==> config.mk <==
export PLATFORM = sky130hd
export DESIGN_NAME = branch_resolve_ctrl_flat
export DESIGN_NICKNAME = d
export VERILOG_FILES = /design/src/rtl/branch_resolve_ctrl_pkg.sv /design/src/rtl/branch_resolve_ctrl_if.sv /design/src/rtl/branch_resolve_ctrl_fifo.sv /design/src/rtl/branch_resolve_ctrl.sv /design/src/flat_wrapper.sv
export SDC_FILE = /design/constraint.sdc
export NUM_CORES = 1
export LEC_CHECK = 0
export BUFFER_PORTS_ARGS = -buffer_cell sky130_fd_sc_hd__buf_2
export CORE_MARGIN = 2
export CORE_UTILIZATION = 55
export CTS_BUF_LIST = sky130_fd_sc_hd__clkbuf_8
export DETAILED_ROUTE_END_ITERATION = 12
export PLACE_DENSITY = 0.77
export SYNTH_ARGS = -nofsm -noshare
export SYNTH_HDL_FRONTEND = slang
export SYNTH_SLANG_ARGS = --single-unit
==> constraint.sdc <==
create_clock -name clk -period 5.6 [get_ports clk]
set_input_delay 1.12 -clock clk [delete_from_list [all_inputs] [get_ports clk]]
set_output_delay 1.12 -clock clk [all_outputs]
set_load 0.05 [all_outputs]
==> src/rtl/branch_resolve_ctrl_pkg.sv <==
// Shared types and constants for the branch resolve controller.
//   ADDR_W       : address width of PCs and targets
//   INSTR_BYTES  : default fall-through increment for not-taken branches
//   bp_entry_t   : one in-flight branch {pc, pred_taken, pred_addr}
//   bp_update_t  : one predictor training command {pc, taken, target}
//   bp_state_e   : update-handshake state
package bp_pkg;

  localparam int ADDR_W      = 32;
  localparam int INSTR_BYTES = 4;

  typedef struct packed {
    logic [ADDR_W-1:0] pc;
    logic              pred_taken;
    logic [ADDR_W-1:0] pred_addr;
  } bp_entry_t;

  typedef struct packed {
    logic [ADDR_W-1:0] pc;
    logic              taken;
    logic [ADDR_W-1:0] target;
  } bp_update_t;

  typedef enum logic {
    IDLE     = 1'b0,
    UPD_WAIT = 1'b1
  } bp_state_e;

endpackage

==> src/rtl/branch_resolve_ctrl_if.sv <==
// Pipeline-side bundle of the branch resolve controller.
//   DECODE : d_valid, d_pc, d_pred_taken, d_pred_addr (enqueue a branch)
//   EXEC   : x_resolve, x_taken, x_target (resolve the oldest branch)
//   UPDATE : upd_valid/upd_ready handshake with upd_pc, upd_taken, upd_target
//   FRONT  : redirect_valid, redirect_addr, flush, stall
//   STATUS : occupancy, protocol_err
// master = pipeline/predictor side, slave = controller.
interface branch_resolve_ctrl_if #(
  parameter int DEPTH = 4
) ();
  import bp_pkg::*;

  logic                       d_valid;
  logic [ADDR_W-1:0]          d_pc;
  logic                       d_pred_taken;
  logic [ADDR_W-1:0]          d_pred_addr;
  logic                       x_resolve;
  logic                       x_taken;
  logic [ADDR_W-1:0]          x_target;
  logic                       upd_ready;
  logic                       upd_valid;
  logic [ADDR_W-1:0]          upd_pc;
  logic                       upd_taken;
  logic [ADDR_W-1:0]          upd_target;
  logic                       redirect_valid;
  logic [ADDR_W-1:0]          redirect_addr;
  logic                       flush;
  logic                       stall;
  logic [$clog2(DEPTH+1)-1:0] occupancy;
  logic                       protocol_err;

  modport master (
    output d_valid, d_pc, d_pred_taken, d_pred_addr,
    output x_resolve, x_taken, x_target, upd_ready,
    input  upd_valid, upd_pc, upd_taken, upd_target,
    input  redirect_valid, redirect_addr, flush, stall, occupancy, protocol_err
  );

  modport slave (
    input  d_valid, d_pc, d_pred_taken, d_pred_addr,
    input  x_resolve, x_taken, x_target, upd_ready,
    output upd_valid, upd_pc, upd_taken, upd_target,
    output redirect_valid, redirect_addr, flush, stall, occupancy, protocol_err
  );
endinterface

==> src/rtl/branch_resolve_ctrl_fifo.sv <==
// bp_inflight_fifo: circular buffer of in-flight branches.
//   push/push_data : append at tail
//   pop            : drop head (head is valid whenever !empty)
//   flush          : discard everything; wins over push and pop
//   count/full/empty : occupancy status
// DEPTH must be a power of two so the pointers wrap naturally.
module bp_inflight_fifo
  import bp_pkg::*;
#(
  parameter int DEPTH = 4
) (
  input  logic                       clk,
  input  logic                       reset,
  input  logic                       push,
  input  bp_entry_t                  push_data,
  input  logic                       pop,
  input  logic                       flush,
  output bp_entry_t                  head,
  output logic [$clog2(DEPTH+1)-1:0] count,
  output logic                       full,
  output logic                       empty
);
  localparam int PTR_W = $clog2(DEPTH);

  bp_entry_t        mem [DEPTH];
  logic [PTR_W-1:0] wr_ptr;
  logic [PTR_W-1:0] rd_ptr;

  assign head  = mem[rd_ptr];
  assign full  = (count == ($clog2(DEPTH+1))'(DEPTH));
  assign empty = (count == '0);

  always_ff @(posedge clk) begin
    if (reset || flush) begin
      wr_ptr <= '0;
      rd_ptr <= '0;
      count  <= '0;
    end else begin
      if (push) wr_ptr <= wr_ptr + 1'b1;
      if (pop)  rd_ptr <= rd_ptr + 1'b1;
      case ({push, pop})
        2'b10:   count <= count + 1'b1;
        2'b01:   count <= count - 1'b1;
        default: count <= count;
      endcase
    end
  end

  // Storage carries no reset; entries are only observed between pointers.
  always_ff @(posedge clk) begin
    if (push && !flush) mem[wr_ptr] <= push_data;
  end

endmodule

==> src/rtl/branch_resolve_ctrl.sv <==
// branch_resolve_ctrl: tracks decoded branches with their fetch prediction,
// checks them against EXEC outcomes, redirects/flushes on mispredict and
// emits one predictor update per resolved branch over a valid/ready link.
//   clk, reset : clock, synchronous active-high reset
//   bus (slave): decode enqueue, exec resolve, update handshake,
//                redirect/flush/stall, occupancy and protocol_err
module branch_resolve_ctrl #(
  parameter int DEPTH       = 4,
  parameter int INSTR_BYTES = 4
) (
  input logic                  clk,
  input logic                  reset,
  branch_resolve_ctrl_if.slave bus
);
  import bp_pkg::*;

  localparam int CNT_W = $clog2(DEPTH+1);

  bp_state_e         state, state_n;
  bp_entry_t         head;
  bp_entry_t         push_entry;
  logic [CNT_W-1:0]  count;
  logic              full, empty, waiting;
  logic              accept, mispredict, push;
  logic [ADDR_W-1:0] correct_addr;

  bp_update_t        upd_q;
  logic              upd_valid_q, redirect_q, flush_q, err_q;
  logic [ADDR_W-1:0] raddr_q;

  assign waiting   = (state == UPD_WAIT);
  assign bus.stall = full || waiting;

  // A full queue stalls decode only; the oldest branch may still resolve,
  // and its pop makes room for a same-cycle enqueue.
  assign accept     = bus.x_resolve && !waiting && !empty;
  assign mispredict = (head.pred_taken != bus.x_taken) ||
                      (bus.x_taken && (head.pred_addr != bus.x_target));
  assign correct_addr = bus.x_taken ? bus.x_target
                                    : head.pc + ADDR_W'(INSTR_BYTES);
  assign push = bus.d_valid && (!bus.stall || accept);

  assign push_entry = '{pc: bus.d_pc, pred_taken: bus.d_pred_taken,
                        pred_addr: bus.d_pred_addr};

  bp_inflight_fifo #(.DEPTH(DEPTH)) u_fifo (
    .clk       (clk),
    .reset     (reset),
    .push      (push),
    .push_data (push_entry),
    .pop       (accept),
    .flush     (accept && mispredict),
    .head      (head),
    .count     (count),
    .full      (full),
    .empty     (empty)
  );

  always_ff @(posedge clk) begin
    if (reset) state <= IDLE;
    else       state <= state_n;
  end

  // A fresh accept reloads the update register, so IDLE only falls into
  // UPD_WAIT when the pending update was refused and nothing replaced it.
  always_comb begin
    state_n = state;
    case (state)
      IDLE:     if (upd_valid_q && !bus.upd_ready && !accept) state_n = UPD_WAIT;
      UPD_WAIT: if (bus.upd_ready) state_n = IDLE;
      default:  state_n = IDLE;
    endcase
  end

  // Output register stage: everything below appears the cycle after accept.
  always_ff @(posedge clk) begin
    if (reset) begin
      upd_valid_q <= 1'b0;
      upd_q       <= '0;
      redirect_q  <= 1'b0;
      flush_q     <= 1'b0;
      raddr_q     <= '0;
      err_q       <= 1'b0;
    end else begin
      redirect_q <= accept && mispredict;
      flush_q    <= accept && mispredict;
      if (accept) begin
        upd_valid_q <= 1'b1;
        upd_q       <= '{pc: head.pc, taken: bus.x_taken, target: bus.x_target};
      end else if (upd_valid_q && bus.upd_ready) begin
        upd_valid_q <= 1'b0;
      end
      if (accept && mispredict) raddr_q <= correct_addr;
      if (bus.x_resolve && (empty || waiting)) err_q <= 1'b1;
    end
  end

  assign bus.upd_valid      = upd_valid_q;
  assign bus.upd_pc         = upd_q.pc;
  assign bus.upd_taken      = upd_q.taken;
  assign bus.upd_target     = upd_q.target;
  assign bus.redirect_valid = redirect_q;
  assign bus.redirect_addr  = raddr_q;
  assign bus.flush          = flush_q;
  assign bus.occupancy      = count;
  assign bus.protocol_err   = err_q;

endmodule

==> src/flat_wrapper.sv <==
// flat-port wrapper written by rule: the top's interface ports become plain ports
module branch_resolve_ctrl_flat import bp_pkg::*;
#(
  parameter int DEPTH       = 4,
  parameter int INSTR_BYTES = 4
)
  (clk, reset, bus_d_valid, bus_d_pc, bus_d_pred_taken, bus_d_pred_addr, bus_x_resolve, bus_x_taken, bus_x_target, bus_upd_ready, bus_upd_valid, bus_upd_pc, bus_upd_taken, bus_upd_target, bus_redirect_valid, bus_redirect_addr, bus_flush, bus_stall, bus_occupancy, bus_protocol_err);
  branch_resolve_ctrl_if #(.DEPTH(DEPTH)) bus_i ();
  input logic clk;
  input logic reset;
  input wire logic [$bits(bus_i.d_valid)-1:0] bus_d_valid;
  input wire logic [$bits(bus_i.d_pc)-1:0] bus_d_pc;
  input wire logic [$bits(bus_i.d_pred_taken)-1:0] bus_d_pred_taken;
  input wire logic [$bits(bus_i.d_pred_addr)-1:0] bus_d_pred_addr;
  input wire logic [$bits(bus_i.x_resolve)-1:0] bus_x_resolve;
  input wire logic [$bits(bus_i.x_taken)-1:0] bus_x_taken;
  input wire logic [$bits(bus_i.x_target)-1:0] bus_x_target;
  input wire logic [$bits(bus_i.upd_ready)-1:0] bus_upd_ready;
  output wire logic [$bits(bus_i.upd_valid)-1:0] bus_upd_valid;
  output wire logic [$bits(bus_i.upd_pc)-1:0] bus_upd_pc;
  output wire logic [$bits(bus_i.upd_taken)-1:0] bus_upd_taken;
  output wire logic [$bits(bus_i.upd_target)-1:0] bus_upd_target;
  output wire logic [$bits(bus_i.redirect_valid)-1:0] bus_redirect_valid;
  output wire logic [$bits(bus_i.redirect_addr)-1:0] bus_redirect_addr;
  output wire logic [$bits(bus_i.flush)-1:0] bus_flush;
  output wire logic [$bits(bus_i.stall)-1:0] bus_stall;
  output wire logic [$bits(bus_i.occupancy)-1:0] bus_occupancy;
  output wire logic [$bits(bus_i.protocol_err)-1:0] bus_protocol_err;
  assign bus_i.d_valid = bus_d_valid;
  assign bus_i.d_pc = bus_d_pc;
  assign bus_i.d_pred_taken = bus_d_pred_taken;
  assign bus_i.d_pred_addr = bus_d_pred_addr;
  assign bus_i.x_resolve = bus_x_resolve;
  assign bus_i.x_taken = bus_x_taken;
  assign bus_i.x_target = bus_x_target;
  assign bus_i.upd_ready = bus_upd_ready;
  assign bus_upd_valid = bus_i.upd_valid;
  assign bus_upd_pc = bus_i.upd_pc;
  assign bus_upd_taken = bus_i.upd_taken;
  assign bus_upd_target = bus_i.upd_target;
  assign bus_redirect_valid = bus_i.redirect_valid;
  assign bus_redirect_addr = bus_i.redirect_addr;
  assign bus_flush = bus_i.flush;
  assign bus_stall = bus_i.stall;
  assign bus_occupancy = bus_i.occupancy;
  assign bus_protocol_err = bus_i.protocol_err;
  branch_resolve_ctrl #(.DEPTH(DEPTH), .INSTR_BYTES(INSTR_BYTES)) u_core (.clk(clk), .reset(reset), .bus(bus_i));
endmodule
Word-level counts from Yosys, hierarchy flattened
Memory sizes are Yosys's and may differ from the RTL's. A register that Yosys moved wholly into a read port is not among the register bits.
Index checks and enable logic that the tools add are counted.

cells by class
  add/subtract/negate cells = 5
  equality and inequality tests = 5
  mux-type cells = 11
  bitwise logic cells = 1
  reduce and logical (&&, ||, !) cells = 24

operators with widths
  cell                     count
  $add A32 B3 Y32 const B  1
  $mux W32                 1
  $ne A32 B32 Y1           1
  $logic_and A1 B1 Y1      10
  $logic_not A1 Y1         6
  $mux W1                  6
  $pmux W3 S2              1
  $logic_or A1 B1 Y1       5
  $add A2 B1 Y2 const B    2
  $mux W2                  2
  $reduce_bool A2 Y1       2
  $add A3 B1 Y3 const B    1
  $eq A3 B3 Y1 const B     1
  $logic_not A3 Y1         1
  $sub A3 B1 Y3 const B    1
  $eq A2 B1 Y1 const B     1
  $eq A2 B2 Y1 const B     1
  $pmux W1 S2              1
  $ne A1 B1 Y1             1
  $not A1 Y1               1

word-level totals
  flip-flop bits (word level) = 108
  RAM bits = 260
  output and inout bits = 105
  word-level logic and storage cells = 58
  memories = 1

memory list
  name               depth  bits a word  read ports  clocked after memory_dff  wr ports  RTL line                        RTL
  u_core.u_fifo.mem  4      65           1           1                         1         branch_resolve_ctrl_fifo.sv:25  bp_entry_t mem [DEPTH];

Logic depth before layout (Yosys ltp)
Gate-level depths: netlist of the first run.

  depth after elaboration = 8
  depth in mapped cells = 13

Cells and area by module
From an unflattened synthesis of the first run, not the netlist that was laid out.

second synthesis, totals
  cells, all modules = 1,007
  area, all modules = 14,856.7 um2

by module, submodules not included
  module               times used  cells each  area each (um2)  seq. area each (um2)
  bp_inflight_fifo     1           388         9,868.2          7,987.7
  branch_resolve_ctrl  1           619         4,988.5          2,021.9

Least setup slack after synthesis of the first run
Ideal clock, no wire load.

  path kind = input port to flip-flop
  from = input port bus_x_taken
  to = memory u_core.u_fifo.mem[0][0] (netlist name) (enable)
  library setup time = 430 ps
  arrival = 3,982 ps
  setup slack = 1,187 ps
  cell stages on the path = 7
  buffers on the path = 0
  cells stage by stage = inv_1 a31oi_1 nand4_1 a2111oi_1 nand4_1 nand2_1 and3_1

on the way
  word-level cells in the longest chain between the ends = 7
  elaborated cells on any way between the ends = 8
  those cells by class = 1 x eq/ne; 2 x mux; 5 x reduce/logical

ends and longest elaborated chain
  item                                                        RTL line                                              RTL
  start, declared                                             flat_wrapper.sv:16                                    input wire logic [$bits(bus_i.x_taken)-1:0] bus_x_taken;
  $ne A1 B1 Y1 / $logic_and A1 B1 Y1 (equally long branches)  branch_resolve_ctrl.sv:37, branch_resolve_ctrl.sv:38
  $logic_or A1 B1 Y1 *                                        branch_resolve_ctrl.sv:37                             assign mispredict = (head.pred_taken != bus.x_taken) ||
  $logic_and A1 B1 Y1 *                                       branch_resolve_ctrl.sv:52                             .flush (accept && mispredict),
  $logic_not A1 Y1 *                                          branch_resolve_ctrl_fifo.sv:51                        if (push && !flush) mem[wr_ptr] <= push_data;
  $logic_and A1 B1 Y1 *                                       branch_resolve_ctrl_fifo.sv:51
  $mux W1 *                                                   branch_resolve_ctrl_fifo.sv:51
  $mux W1 (implied by the code) *                             branch_resolve_ctrl_fifo.sv:51
  end, declared                                               branch_resolve_ctrl_fifo.sv:25

Mark *: on every way between the ends. The rest lies on a longest branch, timed or not.

==> metrics.csv, run 1 <==
metric,value,unit
outcome,completed,
dp.cells,1547,
drv_slew,0,
worst_pin_slew,0.930,ns
hp-class,flip-flop to flip-flop,
yosysTopAreaCellShare,51.9,%
overflow,0,
vias,9612,
syn_avg_cell_area,14.5,um2
dieArea,28700,um2
wl_met1,15.1,mm
cts_tree,built,
cts_resized,0,
cts_hold_buf,0,
antenna_found_initial,3,
nets,1373,
drive_above_1_share,28.0,%
firstDrtPassIters,5,
synth_edf_count,260,
async_flop_share,0,%
internal-power,5.62,mW
yosysWarnings,0,
track_usage,25.2,%
finalInstanceArea,17500,um2
rsz0062_at_grt,false,
dr_wl_met2,17.5,mm
pin_count,208,
syn_area,15000,um2
die_w,169,um
drtIter0Drc,760,
ys_ff_latch,370,
cpMostUsedCell,buf_4,
via_per_inst,5.80,
cts_buffers,56,
placed_area,16300,um2
synth_nets,1148,
post_cts_buffers,0,
pre_cts_ws,1.30,ns
area_growth,16.2,%
fin_setup_tns,0,ns
power_density,506,nW/um2
port_buffers,207,
start_util,56.0,%
worstPathArrival,4.55,ns
cts_buffer_depth,3,
synthTopCellsByArea,"edfxtp_1 (52%), dfxtp_1 (15%), mux4_2 (5.5%)",
worst_clock_skew,0.0332,ns
synthesis.instances,1039,
finalPower,8.85,mW
cp_data_required_time,5.80,ns
p_clk_share,25.3,%
drc,0,
max-cap-violations,0,
crit_slowest_cell,dfxtp_4,
fmax,230,MHz
p_leak,6.41,nW
routed_wl,36.3,mm
path_clk_slew,0.07,ns
synth.most_common_cell,edfxtp_1,
cts_root_buffer,clkbuf_8,
ys_seq_area_share,66.5,%
switching_share,36.5,%
hold_viol_final,0,
routedWlPerCell,21.9,um
postLayoutCoreUtil,65.0,%
hold_ws,0.450,ns
dr_wl_met3,2.71,mm
cp-start-kind,flip-flop,
final_cells,1656,
ys.flop_type,edfxtp_1,
p_comb_share,32.6,%
gp_congestion,0.818,
slowest_delay,0.94,ns
period_share,77.8,%
clk_latency,0.59,ns
drtAntennaViolNets,0,
top_layer,met4,
grt_start_max_net_pins,71,
min_period,4.36,ns
yosys-top-cells-count,"edfxtp_1 (260), nand2_1 (153), dfxtp_1 (110), a21oi_1 (91), xnor2_1 (50)",
core,26900,um2
ir_drop,0.292,mV
crit_chain,mux4_1 -> xnor2_1 -> nand4_1 -> a2111oi_1 -> nand4_1 -> buf_4 -> nand2_1 -> buf_4 -> and3_2 -> buf_4,
crit_fanout,50,
yosys.area.top_type,edfxtp_1,
grt_pass1_wl,54.2,mm
yosysUniqueCellTypes,59,
pwr-share-seq,42.1,%
cp-end-kind,flip-flop,
fp.dieH,169,um
cts.sinks,370,
num_rows,60,
htreeDepth,2,
dp_hpwl,24.4,mm
p_sw,3.23,mW
worst_slack,1.24,ns
critPathKind,flip-flop to flip-flop,
relSlewSlack,37.3,%
grt_pass1_vias,9404,
setup_viol,0,
[flip-flops by register name, summed over array words and instances (netlist names), 2 cells and up, named ones only]
name / count
u_core.bus.upd_pc: 32
u_core.u_fifo.rd_ptr: 2
u_core.bus.upd_target: 32
u_core.bus.redirect_addr: 32
u_core.u_fifo.mem: 260
u_core.u_fifo.count: 3
u_core.u_fifo.wr_ptr: 2
[final timing paths]
path,from,to,slack [ns],depth (start not counted)
worst max-delay path,flip-flop,u_core.u_fifo.mem[2][7]$_DFFE_PP_,1.24,10
worst min-delay path,u_core.bus.upd_pc[17]$_SDFFE_PP0N_,u_core.bus.upd_pc[17]$_SDFFE_PP0N_,0.45,2
worst max register to register,flip-flop,u_core.u_fifo.mem[2][7]$_DFFE_PP_,1.24,10
worst min register to register,u_core.bus.upd_pc[17]$_SDFFE_PP0N_,u_core.bus.upd_pc[17]$_SDFFE_PP0N_,0.45,2
[power groups by stage]
stage	clock, mW	sequential, mW	combinational, mW
after floorplan	0	4.34	1.62
after global placement	0	3.76	2.84
after detailed placement	0	3.79	2.89
after CTS	2.28	3.73	2.89
after global routing	2.39	3.78	3.07
final	2.24	3.73	2.88
[per-layer routing]
metal | up-vias | global-route usage (%)
met5 | - | 0
met4 | 0 | 9.14
met3 | 58 | 5.41
met2 | 439 | 40.7
met1 | 4746 | 34.3
li1 | 4369 | -
[logic make-up (layout without fill, tap and decap cells)]
| family | Yosys count | after routing | share of synthesized area, % |
|---|---|---|---|
| compound gates | 156 | 156 | 5.94 |
| xor+xnor | 60 | 60 | 3.49 |
| fa+ha+maj | 6 | 6 | 0.549 |
| buf+inv | 83 | 356 | 3.19 |
| flops | 370 | 370 | 66.5 |
| mux | 82 | 82 | 11.2 |
| other cells | 0 | 3 | 0 |
| simple gates | 282 | 282 | 9.05 |
[layout make-up]
type                    instances  area, um2
fillers                      1958       9400
repair buffers                228       1210
multi-input cells             586       4560
flip-flops and latches        370      10000
well taps                     341        427
diodes                          3       7.51
clock inverters                36        211
inverters                      22       82.6
clock buffers                  70        963
[cells in the final DEF, fill, tap and decap left out, drive strengths merged, types with 5 or more instances in the layout]
master,synthesis,layout
a211oi,8,8
a21oi,91,91
and3,8,8
buf,28,228
clkbuf,32,70
clkinv,0,12
dfxtp,110,110
edfxtp,260,260
ha,5,5
inv,22,42
mux2i,20,20
mux4,62,62
nand2,153,153
nand2b,17,17
nand3,17,17
nand4,18,18
nor2,28,28
nor2b,6,6
nor3,17,17
nor4,6,6
o2111ai,6,6
o21ai,31,31
xnor2,50,50
xor2,10,10
[worst max-delay path, delay by kind of cell (launching register included)]
family	cells	cell delay [ns]
DFF	1	0.94
buffers and inverters	3	0.95
and+or+nand+nor	4	0.70
xor gates and xnor gates	1	0.16
AOI/OAI and AO/OA	1	0.46
muxes	1	0.68
Power figures use the tool's default switching activity.
==> run 2: changes to the inputs <==
ABC_AREA = 1   (was unset)
PLACE_DENSITY = 0.76   (was 0.77)
clock period = 4.5 ns   (was 5.6 ns; I/O delays follow)
==> metrics.csv, run 2 <==
metric,value,unit,change
routed_wl,46.4,mm,was 36.3 mm
port_buffers,207,,unchanged
regToRegSetupSlack,0.66,ns,was 1.24 ns
ys_seq_area_share,61.5,%,was 66.5%
cp-start-kind,flip-flop,,unchanged
final_cells,2434,,was 1656
core,28900,um2,was 26900 um2
clk_latency,0.61,ns,was 0.59 ns
drv_slew,0,,unchanged
largest_reg_flops,260,,unchanged
overflow,0,,unchanged
via_per_inst,5.66,,was 5.80
pre_cts_ws,0.784,ns,was 1.30 ns
grt_start_max_net_pins,115,,was 71
htreeDepth,2,,unchanged
cts_tree,built,,unchanged
hp-class,flip-flop to flip-flop,,unchanged
dp.cells,2324,,was 1547
drc,0,,unchanged
drtAntennaViolNets,0,,unchanged
fillers,2363,,was 1958
fp.dieH,176,um,was 169 um
hold_viol_final,0,,unchanged
whs_path_depth,2,,unchanged
synth_edf_count,260,,unchanged
cts_root_buffer,clkbuf_8,,unchanged
vias,13768,,was 9612
cts.sinks,370,,unchanged
post_cts_buffers,0,,unchanged
final_cell_mix,"nand2_1 (679), edfxtp_1 (260), nand3_1 (236)",,"was edfxtp_1 (260), buf_2 (206), nand2_1 (152)"
yosys.area.top_type,edfxtp_1,,unchanged
syn_avg_cell_area,9.04,um2,was 14.5 um2
synthTopCellsByArea,"edfxtp_1 (48%), nand2_1 (16%), dfxtp_1 (14%)",,"was edfxtp_1 (52%), dfxtp_1 (15%), mux4_2 (5.5%)"
yosys-top-cells-count,"nand2_1 (679), edfxtp_1 (260), nand3_1 (236), nor2_1 (151), dfxtp_1 (110)",,"was edfxtp_1 (260), nand2_1 (153), dfxtp_1 (110), a21oi_1 (91), xnor2_1 (50)"
outcome,completed,,unchanged
cp-end-kind,flip-flop,,unchanged
crit_fanout,87,,was 50
dieArea,31000,um2,was 28700 um2
r2r-end,u_core.bus.redirect_addr[18]$_SDFFE_PP0P_,,was u_core.u_fifo.mem[2][7]$_DFFE_PP_
gp_congestion,1.01,,was 0.818
cts_buffers,58,,was 56
cp_data_required_time,5.04,ns,was 5.80 ns
yosysTopAreaCellShare,47.9,%,was 51.9%
synthesis.instances,1801,,was 1039
synth.most_common_cell,nand2_1,,was edfxtp_1
worstPathArrival,4.38,ns,was 4.55 ns
start_util,56.3,%,was 56.0%
pin_count,208,,unchanged
cts_resized,0,,unchanged
antenna_found_initial,1,,was 3
final_common_cell,nand2_1,,was edfxtp_1
worst_clock_skew,0.0200,ns,was 0.0332 ns
routedWlPerCell,19.1,um,was 21.9 um
worst_slack,0.662,ns,was 1.24 ns
drtIter0Drc,1640,,was 760
die_w,176,um,was 169 um
worst_pin_slew,1.07,ns,was 0.930 ns
finalPower,13.6,mW,was 8.85 mW
reg2reg_depth,15,,was 10
placed_area,17600,um2,was 16300 um2
fmax,261,MHz,was 230 MHz
relSlewSlack,28.8,%,was 37.3%
min_to,u_core.bus.redirect_addr[1]$_SDFFE_PP0P_,,was u_core.bus.upd_pc[17]$_SDFFE_PP0N_
period_share,85.3,%,was 77.8%
track_usage,29.7,%,was 25.2%
syn_area,16300,um2,was 15000 um2
async_flop_share,0,%,unchanged
firstDrtPassIters,6,,was 5
critPathKind,flip-flop to flip-flop,,unchanged
ir_drop,0.444,mV,was 0.292 mV
cts_buffer_depth,3,,unchanged
synth_nets,1910,,was 1148
rsz0062_at_grt,false,,unchanged
regMostFlops,u_core.u_fifo.mem,,unchanged
hold_ws,0.468,ns,was 0.450 ns
setup_viol,0,,unchanged
hp-start,u_core.bus.redirect_addr[1]$_SDFFE_PP0P_,,was u_core.bus.upd_pc[17]$_SDFFE_PP0N_
dp_hpwl,31.6,mm,was 24.4 mm
cts_hold_buf,0,,unchanged
power_density,720,nW/um2,was 506 nW/um2
drive_above_1_share,16.7,%,was 28.0%
min_period,3.84,ns,was 4.36 ns
ys.flop_type,edfxtp_1,,unchanged
grt_pass1_vias,12835,,was 9404
ys_ff_latch,370,,unchanged
area_growth,16.3,%,was 16.2%
yosysUniqueCellTypes,35,,was 59
path_clk_slew,0.07,ns,about the same
grt_pass1_wl,70.9,mm,was 54.2 mm
num_rows,62,,was 60
max-cap-violations,0,,unchanged
n_antenna_cell,0,,was 3
finalInstanceArea,18900,um2,was 17500 um2
p_leak,8.33,nW,was 6.41 nW
nets,2109,,was 1373
yosysWarnings,0,,unchanged
run 2: how the worst max path moves through the flow:
stage,slack (ns),endpoint,cells after the start,start
after floorplan,-0.73,u_core.u_fifo.mem[0][0]$_DFFE_PP_,11,bus_x_taken
after global placement,0.91,u_core.bus.redirect_addr[28]$_SDFFE_PP0P_,17,flip-flop
after detailed placement,0.78,u_core.bus.redirect_addr[12]$_SDFFE_PP0P_,16,flip-flop
after CTS,0.75,u_core.bus.redirect_addr[28]$_SDFFE_PP0P_,17,flip-flop
after global routing,0.27,u_core.bus.redirect_addr[26]$_SDFFE_PP0P_,18,flip-flop
final,0.66,u_core.bus.redirect_addr[18]$_SDFFE_PP0P_,15,flip-flop
run 2: per-stage QoR:
step / utilization, % / setup TNS [ns]
3_3_place_gp: 60.7 / 0
4_1_cts: 65.5 / 0
3_5_place_dp: 60.7 / 0
5_1_grt: 65.5 / 0
2_1_floorplan: - / -188.87
6_report: 65.5 / 0
run 2: metal layers:
| metal | share of wire [%] | up-vias | GRT usage [%] |
|---|---|---|---|
| li1 | - | 6452 | - |
| met1 | 41 | 6411 | 42.0 |
| met2 | 45 | 796 | 46.8 |
| met3 | 10 | 107 | 5.19 |
| met4 | 3.0 | 2 | 10.4 |
| met5 | 0.019 | - | 0 |
run 2: cell type report:
class	count	area (um2)	share of cell area, %
Timing Repair Buffer	229	1230	6.47
Clock inverter	41	439	2.32
Clock buffer	69	950	5.01
Inverter	64	246	1.30
Sequential cell	370	10000	52.9
Multi-Input combinational cell	1277	5580	29.5
Tap cell	384	480	2.54
run 2: worst max-delay path, stage by stage, from the launching register on:
cell     delay (ns)
dfxtp_4        0.51
inv_4          0.74
buf_4          0.57
nand2_1        0.10
nand3_1        0.09
nand2_1        0.12
inv_1          0.10
ha_1           0.17
nand3_1        0.16
inv_1          0.08
nand2_1        0.08
nor2_1         0.37
nand3_1        0.12
a31oi_1        0.29
nand3_1        0.12
nand2_1        0.10
run 2: logic make-up (layout without fill, tap and decap cells):
kind of cell	after synthesis	after routing	synth area share, %
flops	370	370	61.5
compound gates	152	152	4.82
xor+xnor	10	10	0.538
mux	2	2	0.123
fa+ha+maj	6	6	0.507
simple gates	1107	1107	28.1
buf+inv	154	403	4.46
run 2: power breakdown:
group	internal [mW]	leakage, nW	switching, mW
combinational	1.30	4.30	4.24
sequential	4.45	3.28	0.355
clock	1.93	0.743	1.36
total	7.67	8.33	5.96
